**src/rtl/id_stage_pipe_if.sv**
```systemverilog
// IF -> ID -> EX handshake and decode-bundle bus of the pipelined decode stage.
// master: the side driving instructions and consuming bundles; slave: the decode stage.
interface id_stage_pipe_if #(
    parameter int unsigned XLEN = 32
);
    logic            in_valid;
    logic            in_ready;
    logic [31:0]     instruction;
    logic [31:0]     pc;
    logic            flush;
    logic            out_valid;
    logic            out_ready;
    logic [5:0]      opcode;
    logic [4:0]      rs;
    logic [4:0]      rt;
    logic [4:0]      rd;
    logic [4:0]      sa;
    logic [5:0]      funct;
    logic [XLEN-1:0] imm_ext;
    logic [31:0]     jump_target;
    logic [1:0]      instr_type;
    logic [31:0]     pc_out;
    logic            halted;

    modport master (
        output in_valid, instruction, pc, flush, out_ready,
        input  in_ready, out_valid, opcode, rs, rt, rd, sa, funct,
               imm_ext, jump_target, instr_type, pc_out, halted
    );

    modport slave (
        input  in_valid, instruction, pc, flush, out_ready,
        output in_ready, out_valid, opcode, rs, rt, rd, sa, funct,
               imm_ext, jump_target, instr_type, pc_out, halted
    );
endinterface

```
**src/rtl/id_stage_pipe.sv**
```systemverilog
// Pipelined MIPS-32 decode stage: combinational decode into a registered output
// bundle backed by one skid entry, with flush and a sticky HALT.
module id_stage_pipe #(
    parameter int unsigned XLEN     = 32,
    parameter bit          SIGN_EXT = 1'b1,
    parameter logic [5:0]  HALT_OPC = 6'h3F
) (
    input  logic          clk,
    input  logic          rst,
    id_stage_pipe_if.slave bus
);
    localparam int unsigned IMM_W = 16;
    localparam logic [1:0]  T_R    = 2'd0;
    localparam logic [1:0]  T_J    = 2'd1;
    localparam logic [1:0]  T_HALT = 2'd2;
    localparam logic [1:0]  T_I    = 2'd3;

    typedef struct packed {
        logic [5:0]      opcode;
        logic [4:0]      rs;
        logic [4:0]      rt;
        logic [4:0]      rd;
        logic [4:0]      sa;
        logic [5:0]      funct;
        logic [XLEN-1:0] imm_ext;
        logic [31:0]     jump_target;
        logic [1:0]      itype;
        logic [31:0]     pc;
    } bundle_t;

    // Full decode of one instruction word; unused fields stay zero.
    function automatic bundle_t decode(input logic [31:0] instr, input logic [31:0] pc);
        bundle_t          b;
        logic [5:0]       opc;
        logic [IMM_W-1:0] imm16;
        logic [31:0]      pc4;
        b      = '0;
        opc    = instr[31:26];
        imm16  = instr[15:0];
        pc4    = pc + 32'd4;
        b.opcode = opc;
        b.pc     = pc;
        if (opc == HALT_OPC) begin
            b.itype = T_HALT;
        end else if (opc == 6'h00) begin
            b.itype = T_R;
            b.rs    = instr[25:21];
            b.rt    = instr[20:16];
            b.rd    = instr[15:11];
            b.sa    = instr[10:6];
            b.funct = instr[5:0];
        end else if (opc == 6'h02 || opc == 6'h03) begin
            b.itype       = T_J;
            b.jump_target = {pc4[31:28], instr[25:0], 2'b00};
        end else begin
            b.itype = T_I;
            b.rs    = instr[25:21];
            b.rt    = instr[20:16];
            case (opc)
                6'h0C, 6'h0D, 6'h0E: b.imm_ext = XLEN'(imm16);
                6'h0F:               b.imm_ext = XLEN'({imm16, 16'h0000});
                default: begin
                    if (SIGN_EXT) b.imm_ext = XLEN'($signed(imm16));
                    else          b.imm_ext = XLEN'(imm16);
                end
            endcase
        end
        return b;
    endfunction

    bundle_t out_q, out_d;
    bundle_t skid_q, skid_d;
    bundle_t dec;
    logic    out_valid_q, out_valid_d;
    logic    skid_full_q, skid_full_d;
    logic    halt_seen_q, halt_seen_d;
    logic    halted_q, halted_d;
    logic    in_ready_q, in_ready_d;
    logic    accept, handoff;

    assign dec     = decode(bus.instruction, bus.pc);
    assign accept  = bus.in_valid & in_ready_q;
    assign handoff = out_valid_q & bus.out_ready;

    // Next-state: flush wins, otherwise move skid/new word into the output slot.
    always_comb begin
        out_d       = out_q;
        skid_d      = skid_q;
        out_valid_d = out_valid_q;
        skid_full_d = skid_full_q;
        halt_seen_d = halt_seen_q;
        halted_d    = halted_q | (handoff & (out_q.itype == T_HALT));

        if (bus.flush) begin
            out_valid_d = 1'b0;
            skid_full_d = 1'b0;
            // A retired HALT keeps the stage closed; an unretired one is discarded.
            halt_seen_d = halt_seen_q & halted_d;
        end else begin
            halt_seen_d = halt_seen_q | (accept & (dec.itype == T_HALT));
            if (!out_valid_q || handoff) begin
                if (skid_full_q) begin
                    out_d       = skid_q;
                    out_valid_d = 1'b1;
                    skid_full_d = 1'b0;
                end else if (accept) begin
                    out_d       = dec;
                    out_valid_d = 1'b1;
                end else begin
                    out_valid_d = 1'b0;
                end
            end else if (accept) begin
                skid_d      = dec;
                skid_full_d = 1'b1;
            end
        end

        in_ready_d = ~skid_full_d & ~halt_seen_d;
    end

    always_ff @(posedge clk or posedge rst) begin
        if (rst) begin
            out_q       <= '0;
            skid_q      <= '0;
            out_valid_q <= 1'b0;
            skid_full_q <= 1'b0;
            halt_seen_q <= 1'b0;
            halted_q    <= 1'b0;
            in_ready_q  <= 1'b0;
        end else begin
            out_q       <= out_d;
            skid_q      <= skid_d;
            out_valid_q <= out_valid_d;
            skid_full_q <= skid_full_d;
            halt_seen_q <= halt_seen_d;
            halted_q    <= halted_d;
            in_ready_q  <= in_ready_d;
        end
    end

    assign bus.in_ready    = in_ready_q;
    assign bus.out_valid   = out_valid_q;
    assign bus.opcode      = out_q.opcode;
    assign bus.rs          = out_q.rs;
    assign bus.rt          = out_q.rt;
    assign bus.rd          = out_q.rd;
    assign bus.sa          = out_q.sa;
    assign bus.funct       = out_q.funct;
    assign bus.imm_ext     = out_q.imm_ext;
    assign bus.jump_target = out_q.jump_target;
    assign bus.instr_type  = out_q.itype;
    assign bus.pc_out      = out_q.pc;
    assign bus.halted      = halted_q;

endmodule
```
**src/flat_wrapper.sv**
```systemverilog
// flat-port wrapper written by rule: the top's interface ports become plain ports
module id_stage_pipe_flat 
#(
    parameter int unsigned XLEN     = 32,
    parameter bit          SIGN_EXT = 1'b1,
    parameter logic [5:0]  HALT_OPC = 6'h3F
)
  (clk, rst, bus_in_valid, bus_instruction, bus_pc, bus_flush, bus_out_ready, bus_in_ready, bus_out_valid, bus_opcode, bus_rs, bus_rt, bus_rd, bus_sa, bus_funct, bus_imm_ext, bus_jump_target, bus_instr_type, bus_pc_out, bus_halted);
  id_stage_pipe_if #(.XLEN(XLEN)) bus_i ();
  input  logic clk;
  input  logic rst;
  input wire logic [$bits(bus_i.in_valid)-1:0] bus_in_valid;
  input wire logic [$bits(bus_i.instruction)-1:0] bus_instruction;
  input wire logic [$bits(bus_i.pc)-1:0] bus_pc;
  input wire logic [$bits(bus_i.flush)-1:0] bus_flush;
  input wire logic [$bits(bus_i.out_ready)-1:0] bus_out_ready;
  output wire logic [$bits(bus_i.in_ready)-1:0] bus_in_ready;
  output wire logic [$bits(bus_i.out_valid)-1:0] bus_out_valid;
  output wire logic [$bits(bus_i.opcode)-1:0] bus_opcode;
  output wire logic [$bits(bus_i.rs)-1:0] bus_rs;
  output wire logic [$bits(bus_i.rt)-1:0] bus_rt;
  output wire logic [$bits(bus_i.rd)-1:0] bus_rd;
  output wire logic [$bits(bus_i.sa)-1:0] bus_sa;
  output wire logic [$bits(bus_i.funct)-1:0] bus_funct;
  output wire logic [$bits(bus_i.imm_ext)-1:0] bus_imm_ext;
  output wire logic [$bits(bus_i.jump_target)-1:0] bus_jump_target;
  output wire logic [$bits(bus_i.instr_type)-1:0] bus_instr_type;
  output wire logic [$bits(bus_i.pc_out)-1:0] bus_pc_out;
  output wire logic [$bits(bus_i.halted)-1:0] bus_halted;
  assign bus_i.in_valid = bus_in_valid;
  assign bus_i.instruction = bus_instruction;
  assign bus_i.pc = bus_pc;
  assign bus_i.flush = bus_flush;
  assign bus_i.out_ready = bus_out_ready;
  assign bus_in_ready = bus_i.in_ready;
  assign bus_out_valid = bus_i.out_valid;
  assign bus_opcode = bus_i.opcode;
  assign bus_rs = bus_i.rs;
  assign bus_rt = bus_i.rt;
  assign bus_rd = bus_i.rd;
  assign bus_sa = bus_i.sa;
  assign bus_funct = bus_i.funct;
  assign bus_imm_ext = bus_i.imm_ext;
  assign bus_jump_target = bus_i.jump_target;
  assign bus_instr_type = bus_i.instr_type;
  assign bus_pc_out = bus_i.pc_out;
  assign bus_halted = bus_i.halted;
  id_stage_pipe #(.XLEN(XLEN), .SIGN_EXT(SIGN_EXT), .HALT_OPC(HALT_OPC)) u_core (.clk(clk), .rst(rst), .bus(bus_i));
endmodule
```
**config.mk**
```make
export PLATFORM = sky130hd
export DESIGN_NAME = id_stage_pipe_flat
export DESIGN_NICKNAME = d
export VERILOG_FILES = /design/src/rtl/id_stage_pipe_if.sv /design/src/rtl/id_stage_pipe.sv /design/src/flat_wrapper.sv
export SDC_FILE = /design/constraint.sdc
export NUM_CORES = 1
export LEC_CHECK = 0
export ABC_AREA = 1
export BUFFER_PORTS_ARGS = -buffer_cell sky130_fd_sc_hd__buf_2
export CORE_UTILIZATION = 51
export DETAILED_ROUTE_END_ITERATION = 16
export PLACE_DENSITY = 0.79
export SLEW_MARGIN = 20
export SYNTH_ARGS = -nofsm -noshare
export SYNTH_HDL_FRONTEND = slang
export SYNTH_SLANG_ARGS = --single-unit
```
**constraint.sdc**
```tcl
create_clock -name clk -period 8.5 [get_ports clk]
set_input_delay 0.85 -clock clk [delete_from_list [all_inputs] [get_ports clk]]
set_output_delay 0.85 -clock clk [all_outputs]
set_load 0.02 [all_outputs]
```
# Yosys cells after proc, flatten, opt, wreduce, memory -nomap -nowiden

Cells that the tools add are included.

$add $sub $neg: 1
Eq/ne operators: 9
Mux-type cells: 21
Bitwise operators: 12
Reduce and logical (&&, ||, !) cells: 9

Operator list:

| kind                                                             | number |
|---|---|
| 130-bit 2-to-1 mux                                               | 2 |
| 90-bit 2-to-1 mux                                                | 1 |
| 32-bit 2-to-1 mux                                                | 2 |
| 64-bit 2-to-1 mux                                                | 1 |
| 32-bit case mux with 2 select lines                              | 1 |
| 32-bit by 3-bit adder with 32-bit output (second input constant) | 1 |
| 6-bit by 4-bit == test with 1-bit output (second input constant) | 4 |
| 10-bit 2-to-1 mux                                                | 2 |
| 16-bit 2-to-1 mux                                                | 1 |
| 6-bit by 2-bit == test with 1-bit output (second input constant) | 2 |
| 1-bit 2-to-1 mux                                                 | 8 |
| 1-bit AND                                                        | 6 |
| 6-bit == test (second input constant)                            | 1 |
| 6-bit logical NOT                                                | 1 |
| 2-bit 2-to-1 mux                                                 | 3 |
| 3-bit AND reduction                                              | 2 |
| 2-bit == test (second input constant)                            | 2 |
| 1-bit NOT                                                        | 4 |
| 2-bit nonzero test                                               | 2 |
| 3-bit OR reduction                                               | 1 |
| 1-bit logical OR                                                 | 2 |
| 1-bit bitwise OR                                                 | 2 |
| 1-bit logical NOT                                                | 1 |

Register bits: 265
Input bits: 69

# Longest topological paths before layout

Depth in word-level cells: 11
Mapped depth: 10
Mapped depth without buffers: 10

# Least setup slack after synthesis

No wires, ideal clock.

Kind: input to register
Start point: input port bus_instruction[28]
End point: register u_core.out_q, in the netlist u_core.bus.imm_ext[16]
Arrival: 1,755 ps
Data required time: 8,379 ps
Path slack: 6,624 ps
Stages on the path: 9
Path buffers: 1
Cell sequence: nor2_1 > nand3_1 > nand2_1 > nor2_4 > buf_4 > nand2_1 > nand2_1 > o21ai_1 > nand2_1

Longest elaborated chain between the ends: 8
Elaborated cells between the ends (all ways): 16
Those cells by class: 7 x eq/ne; 6 x mux; 3 x reduce/logical

RTL lines:

| element                                  | line                 | source |
|---|---|---|
| from (decl)                              | flat_wrapper.sv:13   | `input wire logic [$bits(bus_i.instruction)-1:0] bus_instruction;` |
| 6-bit by 4-bit == test with 1-bit output | id_stage_pipe.sv:59  | `case (opc)` |
| 3-bit OR reduction                       | id_stage_pipe.sv:59  |  |
| 32-bit case mux with 2 select lines      | id_stage_pipe.sv:59  |  |
| 32-bit 2-to-1 mux                        | id_stage_pipe.sv:52  | `end else if (opc == 6'h02 \|\| opc == 6'h03) begin` |
| 64-bit 2-to-1 mux                        | id_stage_pipe.sv:45  | `end else if (opc == 6'h00) begin` |
| 90-bit 2-to-1 mux (*)                    | id_stage_pipe.sv:43  | `if (opc == HALT_OPC) begin` |
| 130-bit 2-to-1 mux (*)                   | id_stage_pipe.sv:106 | `end else if (accept) begin` |
| 130-bit 2-to-1 mux (*)                   | id_stage_pipe.sv:102 | `if (skid_full_q) begin` |
| to (signal assigned)                     | id_stage_pipe.sv:131 | `out_q <= out_d;` |
| to (decl)                                | id_stage_pipe.sv:71  | `bundle_t out_q, out_d;` |

Every way passes the cells marked *; elsewhere a longest branch is shown, timed or not. The select of a mux whose other input is x is not followed.
A chain may end at the register's enable or synchronous reset.

# Worst setup path after layout

Start point: register u_core.skid_full_q
End point: register u_core.out_q, in the netlist u_core.bus.rd[3]

Longest elaborated chain between the ends: 2
Elaborated cells between the ends (all ways): 3
Those cells by class: 1 x mux; 2 x reduce/logical

RTL lines:

| element                       | line                 | source |
|---|---|---|
| from (decl)                   | id_stage_pipe.sv:75  | `logic skid_full_q, skid_full_d;` |
| from (signal assigned)        | id_stage_pipe.sv:134 | `skid_full_q <= skid_full_d;` |
| 2-bit nonzero test (no line)  | --                   |  |
| 3-bit AND reduction (no line) | --                   |  |

Parallel ways exist; a longest one is shown, timed or not.

==> flow_summary.json <==
{
  "core_area_sq_um": 22800,
  "r2r_start": "u_core.skid_full_q",
  "hold_class": "primary input to asynchronous set/reset pin",
  "wl_per_cell_um": 15.6,
  "cts_hold_buf": 0,
  "setup_tns_ps": 0,
  "fp.dieArea_sq_um": 24100,
  "worstMarginPinSlew_ps": 1090,
  "drt_iter0_markers": 1063,
  "synth_ff_type": "dfrtp_1",
  "r2r_slack_ps": 5290,
  "crit_fanout": 95,
  "placed_cells": 1952,
  "wl_um": 31300,
  "ys.warnings.count": 0,
  "grt_pass1_vias": 10200,
  "end_kind": "register",
  "synth_area_sq_um": 12000,
  "finClkSkew_ps": 8.36,
  "yosys.cell_count.top_type": "nand2_1",
  "clock_path_buffers": 3,
  "final_area_sq_um": 14000,
  "post_cts_buffers": 0,
  "highest_layer": "met5",
  "setup_viol": 0,
  "die_w_um": 155,
  "antenna_found_initial": 2,
  "synth.distinct_cells": 30,
  "syn2layout_area_growth_pct": 17.1,
  "ioPinCount": 202,
  "via_per_inst": 5.35,
  "rsz0062_at_grt": "no",
  "hold_viol": 0,
  "track_usage_pct": 26.5,
  "postRouteAntennaNets": 0,
  "r2r_end": "u_core.bus.rd[3]",
  "multi_input_area_sq_um": 4640,
  "numCtsBuffers": 28,
  "clock.fmax_mhz": 311,
  "leakagePower_nw": 7.33,
  "grt_pass1_wl_um": 51500,
  "regArea_sq_um": 6540,
  "worst_slack_ps": 5290,
  "drv_cap": 0,
  "clk_latency_ps": 540,
  "cts_tree": "yes",
  "drive_above_1_share_pct": 16.9,
  "dr.pass1.iters": 5,
  "start_kind": "register",
  "grt_max_degree": 165,
  "yosysTopAreaCell": "dfrtp_1",
  "fin_crit_sh_pct": 37.8,
  "slew_headroom_pct": 27.6,
  "fin_util_pct": 61.4,
  "place.gp.congestion": 0.830,
  "syn-instance-count": 1529,
  "numPortBuffers": 199,
  "ctsRootBufferMaster": "clkbuf_16",
  "fp-row-count": 55,
  "cts_resized": 0,
  "clock_sinks": 261,
  "synth_top_area_share_pct": 54.5,
  "path_class": "register to register",
  "initial_core_util_pct": 52.4,
  "synth_edf_count": 0,
  "ys_seq_elements": 261,
  "synth.top_cells.by_area": "dfrtp_1, nand2_1, o21ai_0",
  "avgSynthCellArea_sq_um": 7.83,
  "nets": 1739,
  "reg2reg_depth": 7,
  "drv_slew": 0,
  "post-route-min-period_ps": 3210,
  "clk_pin_slew_ps": 60,
  "drc_errors": 0,
  "crit_required_ps": 8960,
  "powerDensity_nw_per_um2": 247,
  "place_area_sq_um": 13000,
  "die_h_um": 155,
  "met3WireLength_um": 2320,
  "place_hpwl_um": 19300,
  "dp_slack_ps": 5320,
  "status": "finished, final reports clean",
  "fin_cells": 2006,
  "m1WireLength_um": 13700,
  "grt.overflow.total": 0,
  "fillers": 2035,
  "async_reset_ff_share_pct": 100,
  "dr_wl_met2_um": 14700,
  "arrival_ps": 3670,
  "seq_area_frac_synth_pct": 54.5,
  "vias": 10700,
  "ctsHtreeMaxLevel": 1,
  "synth.top_cells.by_count": "nand2_1, dfrtp_1, o21ai_0",
  "startpoint": "u_core.skid_full_q",
  "ir_worst_vdd_uv": 163
}
-- power by group --
part           leakage, nW  internal, W  switching, W
Clock                0.500     0.000794      0.000502
Combinational         3.50     0.000201      0.000405
Sequential            3.34      0.00145      0.000111
-- worst max-delay path by stage --
stage	to	cells after the start	slack (ps)
global placement	u_core.bus.imm_ext[24]	8	5370
floorplan	u_core.bus.funct[0]	1	470
global route	u_core.bus.rd[3]	7	5100
detailed placement	u_core.bus.sa[2]	6	5320
finish	u_core.bus.rd[3]	7	5290
CTS	u_core.bus.rd[3]	7	5340
-- layout by cell type (no fill, tap or decap), drive strengths merged --
cell type | synthesis | layout
nand2 | 528 | 528
o21ai | 276 | 276
dfrtp | 261 | 261
buf | 55 | 209
nor2 | 179 | 179
inv | 91 | 89
clkbuf | 44 | 38
a21oi | 32 | 32
nand3 | 19 | 19
clkinv | 0 | 12
or2 | 8 | 8
o31ai | 8 | 8
a31oi | 8 | 8
nor3 | 8 | 8
a21boi | 8 | 8
bufinv | 0 | 4
conb | 1 | 2
o211ai | 2 | 2
diode | 0 | 1
a31o | 1 | 1
-- worst max-delay path, cell delays in order, from the launching register on --
cell and delay, ps:
dfrtp_4 870, clkinv_2 150, a21oi_2 230, nand2_4 540
inv_2 160, buf_4 580, o21ai_0 290, o21ai_1 200
-- area by class of cell --
type | count | area share [%]
clock inverter | 14 | 1.24
tap | 313 | 2.79
inverter | 91 | 2.51
clock buffer | 38 | 5.85
antenna | 1 | 0.0178
sequential | 261 | 46.6
multi-input combinational | 1079 | 33.1
timing repair buffer | 209 | 7.87
-- registers in the layout, indices dropped and copies added, names as in the netlist, 2 cells and up --
name and count:
u_core.bus.funct 6, u_core.bus.imm_ext 32, u_core.bus.instr_type 2, u_core.bus.jump_target 30, u_core.bus.opcode 6, u_core.bus.pc_out 32
u_core.bus.rd 5, u_core.bus.rs 5, u_core.bus.rt 5, u_core.bus.sa 5, u_core.skid_q 128
-- per-stage QoR --
| step | hold slack (ps) | power (W) |
|---|---|---|
| 2_1_floorplan | 444 | 0.00197 |
| 3_3_place_gp | 456 | 0.00217 |
| 3_5_place_dp | 460 | 0.00219 |
| 4_1_cts | 459 | 0.00349 |
| 5_1_grt | 465 | 0.00363 |
| 6_report | 423 | 0.00347 |
-- cell families (layout without fill, tap and decap cells) --
family / after synthesis / in the layout / share of synthesized area [%]
buf+inv: 190 / 352 / 6.82
simple gates: 742 / 742 / 24.0
compound gates: 335 / 335 / 14.6
other cells: 1 / 3 / 0.0313
flops: 261 / 261 / 54.5
-- routing by layer --
layer | vias to the layer above | global-route usage, %
li1 | 5121 | -
met1 | 5143 | 37.9
met2 | 415 | 42.2
met3 | 53 | 4.01
met4 | 2 | 7.38
met5 | - | 0
(Power assumes the default switching activity.)
